==> config.mk <==
export PLATFORM = sky130hd
export DESIGN_NAME = tap_classifier
export DESIGN_NICKNAME = d
export VERILOG_FILES = /design/src/rtl/tap_pkg.sv /design/src/rtl/event_fifo.sv /design/src/rtl/tap_classifier.sv
export SDC_FILE = /design/constraint.sdc
export NUM_CORES = 1
export LEC_CHECK = 0
export CORE_ASPECT_RATIO = 0.6
export CORE_MARGIN = 5
export CORE_UTILIZATION = 60
export CTS_BUF_LIST = sky130_fd_sc_hd__clkbuf_8
export DETAILED_ROUTE_END_ITERATION = 7
export GPL_TIMING_DRIVEN = 0
export PLACE_DENSITY = 0.78
export SETUP_SLACK_MARGIN = 0.3
export SLEW_MARGIN = 25
export SYNTH_ARGS = -nofsm -noshare
export SYNTH_HDL_FRONTEND = slang
export SYNTH_SLANG_ARGS = --single-unit
==> constraint.sdc <==
create_clock -name clk_i -period 6.65 [get_ports clk_i]
set_input_delay 0.665 -clock clk_i [delete_from_list [all_inputs] [get_ports clk_i]]
set_output_delay 0.665 -clock clk_i [all_outputs]
set_load 0.02 [all_outputs]
==> src/rtl/tap_pkg.sv <==
// rtl/tap_pkg.sv - shared state encoding and event codes for the tap classifier
package tap_pkg;

  typedef enum logic {
    IDLE     = 1'b0,
    COUNTING = 1'b1
  } state_t;

  localparam int TAP_SINGLE = 1;
  localparam int TAP_DOUBLE = 2;
  localparam int TAP_TRIPLE = 3;

endpackage

==> src/rtl/event_fifo.sv <==
// rtl/event_fifo.sv - small synchronous event queue; a push while full is
// accepted only when a pop frees the head slot in the same cycle.
module event_fifo #(
  parameter int WIDTH = 2,
  parameter int DEPTH = 4
) (
  input  logic             clk_i,
  input  logic             rst_i,
  input  logic             push,
  input  logic [WIDTH-1:0] din,
  input  logic             pop,
  output logic             full,
  output logic             empty,
  output logic [WIDTH-1:0] head
);

  localparam int AW = $clog2(DEPTH);

  logic [WIDTH-1:0] mem [DEPTH];
  logic [AW-1:0]    rd_ptr;
  logic [AW-1:0]    wr_ptr;
  logic [AW:0]      count;
  logic             pop_ok;
  logic             push_ok;

  assign empty   = (count == '0);
  assign full    = (count == (AW+1)'(DEPTH));
  assign pop_ok  = pop && !empty;
  assign push_ok = push && (!full || pop_ok);
  assign head    = empty ? '0 : mem[rd_ptr];

  // When full, wr_ptr equals rd_ptr, so a push-with-pop overwrites the slot being consumed.
  always_ff @(posedge clk_i) begin
    if (push_ok) begin
      mem[wr_ptr] <= din;
    end
  end

  always_ff @(posedge clk_i or posedge rst_i) begin
    if (rst_i) begin
      rd_ptr <= '0;
      wr_ptr <= '0;
      count  <= '0;
    end else begin
      if (push_ok) begin
        wr_ptr <= wr_ptr + 1'b1;
      end
      if (pop_ok) begin
        rd_ptr <= rd_ptr + 1'b1;
      end
      case ({push_ok, pop_ok})
        2'b10:   count <= count + 1'b1;
        2'b01:   count <= count - 1'b1;
        default: count <= count;
      endcase
    end
  end

endmodule

==> src/rtl/tap_classifier.sv <==
// rtl/tap_classifier.sv - groups debounced press pulses into single/double/triple
// tap events and queues them behind a valid/ready handshake.
module tap_classifier
  import tap_pkg::*;
#(
  parameter int WINDOW_CYCLES = 50_000_000,
  parameter int MAX_TAPS      = 3,
  parameter int FIFO_DEPTH    = 4
) (
  input  logic                            clk_i,
  input  logic                            rst_i,
  input  logic                            pulse_i,
  output logic                            evt_valid_o,
  output logic [$clog2(MAX_TAPS+1)-1:0]   evt_code_o,
  input  logic                            evt_ready_i,
  output logic                            busy_o,
  output logic                            dropped_o
);

  localparam int CW = $clog2(MAX_TAPS + 1);
  localparam int TW = $clog2(WINDOW_CYCLES);

  state_t        state;
  logic [CW-1:0] tap_cnt;
  logic [TW-1:0] timer;
  logic          timeout;
  logic          push;
  logic [CW-1:0] push_code;
  logic          pop;
  logic          fifo_full;
  logic          fifo_empty;

  assign timeout     = (timer == TW'(WINDOW_CYCLES - 1));
  assign evt_valid_o = !fifo_empty;
  assign pop         = evt_valid_o && evt_ready_i;

  // A pulse always outranks a same-cycle timeout, extending the burst.
  always_comb begin
    push      = 1'b0;
    push_code = '0;
    if (state == COUNTING) begin
      if (pulse_i) begin
        if (tap_cnt == CW'(MAX_TAPS - 1)) begin
          push      = 1'b1;
          push_code = CW'(MAX_TAPS);
        end
      end else if (timeout) begin
        push      = 1'b1;
        push_code = tap_cnt;
      end
    end
  end

  always_ff @(posedge clk_i or posedge rst_i) begin
    if (rst_i) begin
      state     <= IDLE;
      tap_cnt   <= '0;
      timer     <= '0;
      busy_o    <= 1'b0;
      dropped_o <= 1'b0;
    end else begin
      dropped_o <= push && fifo_full && !pop;
      case (state)
        IDLE: begin
          if (pulse_i) begin
            tap_cnt <= CW'(TAP_SINGLE);
            timer   <= '0;
            state   <= COUNTING;
            busy_o  <= 1'b1;
          end
        end
        COUNTING: begin
          if (pulse_i) begin
            timer <= '0;
            if (tap_cnt == CW'(MAX_TAPS - 1)) begin
              tap_cnt <= '0;
              state   <= IDLE;
              busy_o  <= 1'b0;
            end else begin
              tap_cnt <= tap_cnt + 1'b1;
            end
          end else if (timeout) begin
            tap_cnt <= '0;
            timer   <= '0;
            state   <= IDLE;
            busy_o  <= 1'b0;
          end else begin
            timer <= timer + 1'b1;
          end
        end
        default: begin
          state  <= IDLE;
          busy_o <= 1'b0;
        end
      endcase
    end
  end

  event_fifo #(
    .WIDTH (CW),
    .DEPTH (FIFO_DEPTH)
  ) u_event_fifo (
    .clk_i (clk_i),
    .rst_i (rst_i),
    .push  (push),
    .din   (push_code),
    .pop   (pop),
    .full  (fifo_full),
    .empty (fifo_empty),
    .head  (evt_code_o)
  );

endmodule
==> flow_summary.yaml, run 1 <==
worst_hold_path:
  hold_start: "u_event_fifo.count[2]"
  hold_end: "u_event_fifo.count[2]"
  hold_class: "register to register"
  hold_depth: 1
finish:
  fin_nets: 274
  diodes: 0
  layout_commonest_cell: "dfrtp_1"
  layout_common_cells: "dfrtp_1 (38), nand2_1 (27), o21ai_0 (16)"
  areaGrowthSynthToFinish_pct: 10.2
  drive_gt1_share_pct: 7.20
sta:
  rsz0062_at_grt: "no"
  finalMaxSlewViolations: 0
  clock.fmax_ghz: 0.298
  setup_tns_ps: 0
  final-hold-violation-count: 0
  tightest_slew_ps: 819
  fin_crit_ps: 3350
  period_share_pct: 50.4
  final-setup-viol-count: 0
  finalClockSkew_ps: 5.34
  slew_headroom_pct: 44.9
pwr:
  pwr_density_cell_nw_per_um2: 296
  p_clk_share_pct: 21.7
  comb_power_share_pct: 31.8
  p_leak_uw: 0.00111
  p_int_uw: 528
  power_uw: 812
  pwr-share-seq_pct: 46.5
  swShare_pct: 35.0
  peakVddDrop_v: 0.000261
  switchingPower_uw: 284
floorplan:
  num_rows: 18
  die-area_um2: 5580
  io_pins: 9
  die_w_um: 93.2
  start_util_pct: 61.4
  core_area_um2: 4050
  die_h_um: 59.9
logic_synthesis:
  synth.distinct_cells: 48
  syn_area_um2: 2490
  netlist_instances: 247
  ys_seq_elements: 46
  synth_warnings: 0
  synth_fp_nets: 258
  ys_top_cells_by_area: "dfrtp_1 (38%), edfxtp_1 (9.6%), nand2_1 (4.1%)"
  synth-edff-count: 8
  async_reset_ff_share_pct: 82.6
  synth_top_area_share_pct: 38.2
  synth_top_cell_by_area: "dfrtp_1"
  syn_avg_cell_area_um2: 10.1
  synthFlopType: "dfrtp_1"
  ys_seq_area_share_pct: 47.8
detailed_routing:
  avgViaCountPerCell: 6.38
  drt_iter0_markers: 156
  wl_per_cell_um: 17.8
  num_vias: 2003
  drt_pass1_iterations: 4
  routed_wl_um: 5600
  drc: 0
  ant_nets: 0
cts:
  hold_buffers: 0
  cts.path.max_buffers: 2
  clock-root-buffer: "clkbuf_8"
  cts_buffers: 5
  ctsResizeCount: 0
  insertion_delay_ps: 300
  cts_setup_buffers: 0
  cts_sinks: 46
  clk_pin_slew_ps: 80
  tritoncts: "yes"
  htree_num_levels: 2
global_routing:
  grt_pass1_wl_um: 9180
  antenna_found_initial: 0
  grt_start_max_net_pins: 31
  grt_pass1_vias: 1779
  grt-ovfl-total: 0
  grt_use_total_pct: 22.1
setup_path:
  startpoint: "timer[0]"
  r2r-end: "u_event_fifo.count[2]"
  crit_type: "register to register"
  cp-end-kind: "register"
  required_ps: 6840
  crit-reg2reg-launch: "timer[0]"
  start_kind: "register"
  r2r_slack_ps: 3300
  crit_fanout: 7
  reg2reg_depth: 12
  cp.arrival_ps: 3550
placement:
  place_hpwl_um: 4030
  port_buffers: 8
  place_congestion: 0.855
flow_run:
  cap_violations: 0
status:
  status: "finished clean"
[layout make-up]
| class | instances | area [um2] |
|---|---|---|
| Sequential cell | 46 | 1190 |
| Clock inverter | 2 | 8.76 |
| Buffer | 10 | 46.3 |
| Tap cell | 50 | 62.6 |
| Fill cell | 318 | 1310 |
| Inverter | 10 | 37.5 |
| Multi-Input combinational cell | 181 | 1210 |
| Clock buffer | 6 | 82.6 |
| Timing Repair Buffer | 9 | 100 |
[metrics by stage]
step | area (um2) | setup slack [ps] | util (%) | hold slack (ps) | cells
3_3_place_gp | 2630 | 3460 | 64.9 | 473 | 305
3_5_place_dp | 2650 | 3400 | 65.4 | 478 | 306
4_1_cts | 2740 | 3380 | 67.7 | 490 | 314
5_1_grt | 2740 | 3070 | 67.7 | 499 | 314
6_report | 2740 | 3300 | 67.7 | 487 | 314
2_1_floorplan | 2490 | 3860 | - | 447 | 247
[cells in the mapped netlist (2+ instances only)]
master	instances
dfrtp_1	38
nand2_1	27
o21ai_0	16
nand3_1	12
nor2_1	12
a21oi_1	11
inv_1	10
and2_1	8
clkbuf_1	8
edfxtp_1	8
a32o_1	7
xor2_1	7
and3_1	6
ha_1	6
nand4_1	6
nor4_1	5
nor3_1	4
nor3b_1	4
o211ai_1	4
or4_1	4
xnor2_1	4
a31oi_1	3
mux2i_1	3
nand2b_1	3
or3_1	3
a211oi_1	2
a22o_1	2
a32oi_1	2
mux4_2	2
nand3b_1	2
[power groups by stage]
stage          clock, uW  combinational, uW  sequential [uW]
6_report             176                259              378
5_1_grt              190                282              385
4_1_cts              178                260              377
3_5_place_dp           0                259              382
3_3_place_gp           0                239              380
2_1_floorplan          0                174              374
[layer usage]
metal,wire (um),up-vias,track usage (%)
met5,0,-,0
met2,2300,79,29.7
li1,-,950,-
met3,482,8,8.05
met4,73,0,5.85
met1,2750,966,33.3
[critical path, stage by stage, from the launching register on]
cell and delay [ps]:
dfrtp_1 420, ha_1 220, nand2_1 160, nor4_1 750
nand3_1 320, a21oi_2 410, inv_1 90, ha_1 230
inv_1 90, fa_1 200, xor2_1 150, nor2_1 70
xor2_1 140
[flip-flops by register name, indices dropped and copies added, names as in the netlist]
signal,cells
busy_o,1
dropped_o,1
state,1
tap_cnt,2
timer,26
u_event_fifo.count,3
u_event_fifo.mem,8
u_event_fifo.rd_ptr,2
u_event_fifo.wr_ptr,2
[how the worst max path moves through the flow]
| stage | to | slack, ps |
|---|---|---|
| after CTS | u_event_fifo.count[2] | 3380 |
| after global routing | u_event_fifo.count[2] | 3070 |
| final | u_event_fifo.count[2] | 3300 |
| after floorplan | u_event_fifo.count[2] | 3860 |
| after detailed placement | u_event_fifo.count[2] | 3400 |
| after global placement | u_event_fifo.count[2] | 3460 |
[cell families (layout without fill, tap and decap cells)]
kind of cell             Yosys count  count (layout)  synth area share (%)
flip-flops                        46              46                  47.8
multiplexers                       6               6                  3.47
AO/OA/AOI/OAI                     55              55                  14.9
buffers and inverters             20              37                  3.37
adder cells (fa/ha/maj)            7               7                  3.82
AND/OR/NAND/NOR                  102             102                  22.8
XOR/XNOR                          11              11                  3.87
Power figures use the tool's default switching activity.
==> run 2: changes to the inputs <==
--- a/config.mk
+++ b/config.mk
@@ -7,7 +7,7 @@
 export LEC_CHECK = 0
 export CORE_ASPECT_RATIO = 0.6
 export CORE_MARGIN = 5
-export CORE_UTILIZATION = 60
+export CORE_UTILIZATION = 57
 export CTS_BUF_LIST = sky130_fd_sc_hd__clkbuf_8
 export DETAILED_ROUTE_END_ITERATION = 7
 export GPL_TIMING_DRIVEN = 0
==> constraint.sdc (replaced) <==
create_clock -name clk_i -period 3.02 [get_ports clk_i]
set_input_delay 0.302 -clock clk_i [delete_from_list [all_inputs] [get_ports clk_i]]
set_output_delay 0.302 -clock clk_i [all_outputs]
set_load 0.02 [all_outputs]
==> flow_summary.yaml, run 2 (synthesized netlist as in run 1, its figures left out) <==
pwr:
  peakVddDrop_v: 0.000385
  swShare_pct: 35.7
  pwr-share-seq_pct: 46.5
  comb_power_share_pct: 32.8
  switchingPower_uw: 637
  p_clk_share_pct: 20.7
  p_int_uw: 1150
  p_leak_uw: 0.00114
  pwr_density_cell_nw_per_um2: 630
detailed_routing:
  drt_pass1_iterations: 4
  routed_wl_um: 5840
  wl_per_cell_um: 17.8
  drc: 0
  avgViaCountPerCell: 6.06
  ant_nets: 0
  num_vias: 1993
  drt_iter0_markers: 163
setup_path:
  start_kind: "register"
  critPathSlowestCell: "or4_4"
  cp.arrival_ps: 2920
  required_ps: 3210
  cp-end-kind: "register"
  crit_type: "register to register"
  crit_buf_inv: 2
  crit_chain: "or4_4 -> nor4_4 -> nand3_2 -> a21oi_4 -> inv_1 -> ha_2 -> inv_2 -> fa_2 -> xor2_1 -> nor2_1 -> xor2_1"
  r2r_slack_ps: 290
  crit_fanout: 6
  critPathTopFamily: "simple AND/OR/NAND/NOR gates"
  max_stage_delay_ps: 560
  critPathMostFrequentCell: "xor2_1"
finish:
  layout_commonest_cell: "dfrtp_1"
  top_regs: "timer x26, u_event_fifo.mem x8, u_event_fifo.count x3"
  fin_nets: 279
  largest_reg_flops: 26
  stdcell_area_um2: 2840
  layout_common_cells: "dfrtp_1 (37), nand2_1 (27), o21ai_0 (16)"
  fin_util_pct: 68.0
  diodes: 0
  areaGrowthSynthToFinish_pct: 13.9
  top_register: "timer"
  drive_gt1_share_pct: 11.5
placement:
  port_buffers: 8
  dpl_cell_area_um2: 2670
  place_hpwl_um: 4120
  place_congestion: 0.857
sta:
  setup_tns_ps: 0
  period_share_pct: 90.2
  finalMaxSlewViolations: 0
  clock.fmax_ghz: 0.367
  tightest_slew_ps: 802
  final-hold-violation-count: 0
  fin_hold_ws_ps: 281
  finalClockSkew_ps: 9.78
  final-setup-viol-count: 0
  fin_crit_ps: 2730
  slew_headroom_pct: 46.3
  rsz0062_at_grt: "yes"
cts:
  clk_pin_slew_ps: 90
  cts_buffers: 5
  clock-root-buffer: "clkbuf_8"
  cts.path.max_buffers: 2
  tritoncts: "yes"
  hold_buffers: 0
  htree_num_levels: 2
  cts_sinks: 46
  insertion_delay_ps: 300
global_routing:
  use_met2_pct: 30.3
  grt_pass1_wl_um: 9250
  antenna_found_initial: 0
  grt_use_total_pct: 21.8
  grt-ovfl-total: 0
  grt_pass1_vias: 1801
  grt_busiest_layer: "met1"
  grt_start_max_net_pins: 27
  grtUsageMet3_pct: 4.76
  use_met1_pct: 33.6
flow_run:
  cap_violations: 0
worst_hold_path:
  hold_class: "input port to async pin"
floorplan:
  die_w_um: 95.3
  start_util_pct: 59.8
  io_pins: 9
  die-area_um2: 5830
  num_rows: 18
  core_area_um2: 4170
  die_h_um: 61.2
status:
  status: "finished clean"
-- run 2: power groups by stage --
stage,sequential [uW],combinational [uW],clock (uW)
global route,842,643,400
floorplan,823,383,0
finish,830,586,369
CTS,826,581,371
global placement,835,529,0
detailed placement,835,569,0
-- run 2: worst register-to-register path: stages (launching register included) --
cell and delay [ps]:
dfrtp_1 430, or4_4 560, nor4_4 410, nand3_2 190, a21oi_4 200, inv_1 60
ha_2 190, inv_2 60, fa_2 180, xor2_1 140, nor2_1 60, xor2_1 140
-- run 2: path summary, 6_finish.rpt --
check / start / endpoint / depth (start not counted)
setup / recovery: timer[18] / u_event_fifo.count[2] / 11
hold / removal: rst_i / timer[24] / 2
max in group asynchronous: rst_i / timer[7] / 3
hold reg to reg: u_event_fifo.count[2] / u_event_fifo.count[2] / 1
min in group clk_i: u_event_fifo.count[2] / u_event_fifo.count[2] / 1
setup reg to reg: timer[18] / u_event_fifo.count[2] / 11
-- run 2: routing by layer --
metal	share of wire [%]	wire, um	vias to the layer above
met1	47	2770	946
met4	1.1	65	0
met2	43	2500	82
met5	0	0	-
li1	-	-	957
met3	8.7	508	8
-- run 2: final cells by class --
| type | instances | area (um2) |
|---|---|---|
| Clock buffer | 5 | 68.8 |
| Tap cell | 60 | 75.1 |
| Inverter | 10 | 37.5 |
| Clock inverter | 3 | 17.5 |
| Buffer | 10 | 46.3 |
| Multi-Input combinational cell | 181 | 1260 |
| Sequential cell | 46 | 1190 |
| Timing Repair Buffer | 14 | 138 |
| Fill cell | 305 | 1330 |
-- run 2: stage by stage --
step                      power, uW  setup WS (ps)  cells
after global placement         1360           -177    315
after CTS                      1780            329    325
after global routing           1880            160    329
final                          1790            295    329
after detailed placement       1400           -184    316
after floorplan                1210            329    247
-- run 2: repair_timing --
item / 4_1_cts / 5_1_grt
setup endpoints to repair: 11 / 2
setup buffers: 1 / 4
pin swaps: 1 / 5
gates resized for setup: 4 / 5
==> run 3: changes to the inputs <==
--- a/config.mk
+++ b/config.mk
@@ -7,11 +7,10 @@
 export LEC_CHECK = 0
 export CORE_ASPECT_RATIO = 0.6
 export CORE_MARGIN = 5
-export CORE_UTILIZATION = 57
+export CORE_UTILIZATION = 40
 export CTS_BUF_LIST = sky130_fd_sc_hd__clkbuf_8
 export DETAILED_ROUTE_END_ITERATION = 7
 export GPL_TIMING_DRIVEN = 0
-export PLACE_DENSITY = 0.78
 export SETUP_SLACK_MARGIN = 0.3
 export SLEW_MARGIN = 25
 export SYNTH_ARGS = -nofsm -noshare
==> flow_summary.yaml, run 3 (synthesized netlist as in run 1, its figures left out) <==
setup_path:
  crit_chain: "or4_4 -> nor4_4 -> nand3_2 -> a21oi_4 -> inv_2 -> ha_4 -> inv_2 -> fa_2 -> xor2_1 -> nor2_1 -> xor2_1"
  cp.arrival_ps: 2940
  r2r_slack_ps: 280
  r2r-end: "u_event_fifo.count[2]"
  crit-reg2reg-launch: "timer[9]"
  required_ps: 3210
  crit_type: "register to register"
  critPathTopFamily: "simple AND/OR/NAND/NOR gates"
  cp-end-kind: "register"
  reg2reg_depth: 11
  critPathSlowestCell: "or4_4"
  crit_buf_inv: 2
  crit_fanout: 6
  start_kind: "register"
  max_stage_delay_ps: 580
sta:
  finalMaxSlewViolations: 0
  final-setup-viol-count: 0
  clock.fmax_ghz: 0.364
  tightest_slew_ps: 808
  period_share_pct: 90.9
  fin_ws_ps: 276
  final-hold-violation-count: 0
  rsz0062_at_grt: "yes"
  slew_headroom_pct: 46.1
  finalClockSkew_ps: 7.80
  fin_crit_ps: 2740
global_routing:
  grt_pass1_vias: 1910
  grt_start_max_net_pins: 29
  grt-ovfl-total: 0
  grt_use_total_pct: 15.7
  grt_pass1_wl_um: 9980
  antenna_found_initial: 0
detailed_routing:
  wl_per_cell_um: 16.6
  drt_pass1_iterations: 4
  drt_iter0_markers: 148
  num_vias: 2002
  avgViaCountPerCell: 5.64
  ant_nets: 0
  routed_wl_um: 5910
  drc: 0
status:
  status: "finished clean"
pwr:
  p_leak_uw: 0.00115
  pwr_density_cell_nw_per_um2: 618
  peakVddDrop_v: 0.000234
cts:
  clock-root-buffer: "clkbuf_8"
  tritoncts: "yes"
  clk_pin_slew_ps: 90
  cts.path.max_buffers: 2
  cts_sinks: 46
  htree_num_levels: 2
  cts_buffers: 5
  insertion_delay_ps: 310
finish:
  areaGrowthSynthToFinish_pct: 16.3
  stdcell_area_um2: 2900
  fin_nets: 281
  layout_commonest_cell: "dfrtp_1"
  diodes: 0
  largest_reg_flops: 26
  layout_common_cells: "dfrtp_1 (37), nand2_1 (27), o21ai_0 (16)"
  top_regs: "timer x26, u_event_fifo.mem x8, u_event_fifo.count x3"
  fill_cells: 588
  top_register: "timer"
  drive_gt1_share_pct: 12.9
floorplan:
  die_w_um: 112
  die-area_um2: 7950
  io_pins: 9
  start_util_pct: 40.9
  die_h_um: 71.1
  num_rows: 22
  core_area_um2: 6080
worst_hold_path:
  hold_class: "input port to async pin"
placement:
  dp_slack_ps: -221
  place_congestion: 0.862
  port_buffers: 8
  dpl_cell_area_um2: 2700
  place_hpwl_um: 4150
flow_run:
  cap_violations: 0
[run 3: changes by cell type in the layout (fill, tap and decap cells not counted), sizes merged]
cell / previous run / this run
buf: 8 / 10
[run 3: worst max-delay path by stage]
stage	startpoint	end	slack [ps]	depth (start not counted)
after global placement	timer[0]	u_event_fifo.count[2]	-250	12
after global routing	timer[0]	u_event_fifo.count[2]	150	12
after detailed placement	timer[0]	u_event_fifo.count[2]	-220	12
after floorplan	timer[0]	u_event_fifo.count[2]	330	12
after CTS	timer[7]	u_event_fifo.count[2]	310	11
final	timer[9]	u_event_fifo.count[2]	280	11
[run 3: worst register-to-register path, stage by stage, from the launching register on]
cell and delay [ps]:
dfrtp_1 440, or4_4 580, nor4_4 410, nand3_2 190, a21oi_4 210, inv_2 60
ha_4 160, inv_2 50, fa_2 190, xor2_1 140, nor2_1 70, xor2_1 140
[run 3: power by group]
group          switching [uW]  leakage [uW]  internal (uW)
Sequential               93.3      0.000577            733
Clock                     218     0.0000493            160
Combinational             322      0.000527            265
[run 3: area by class of cell]
class	instances	area, um2	area share [%]
inverter	10	37.5	1.30
timing repair buffer	16	153	5.27
tap	84	105	3.63
multi-input combinational	181	1280	44.1
sequential	46	1190	41.2
clock inverter	3	17.5	0.605
clock buffer	5	68.8	2.38
buffer	10	46.3	1.60
[run 3: layer usage]
metal,share of wire [%],GRT usage (%),up-vias
li1,-,-,955
met5,0,0,-
met2,40,21.4,45
met1,55,24.7,998
met3,4.5,4.10,4
met4,0.54,3.37,0
[run 3: repair_timing]
action / 4_1_cts / 5_1_grt
hold buffers: 0 / 0
pin swaps: 1 / 7
resized for setup: 4 / 8
setup buffers: 1 / 6
endpoints found under the setup margin: 12 / 3
[run 3: metrics by stage]
| stage | hold slack (ps) | utilization [%] | TNS, ps | cells | power (uW) |
|---|---|---|---|---|---|
| 5_1_grt | 276 | 47.6 | 0 | 355 | 1910 |
| 3_5_place_dp | 470 | 44.4 | -432 | 340 | 1390 |
| 4_1_cts | 254 | 46.4 | 0 | 349 | 1780 |
| 3_3_place_gp | 466 | 44.1 | -452 | 339 | 1380 |
| 2_1_floorplan | 447 | - | 0 | 247 | 1210 |
| 6_report | 248 | 47.6 | 0 | 355 | 1790 |
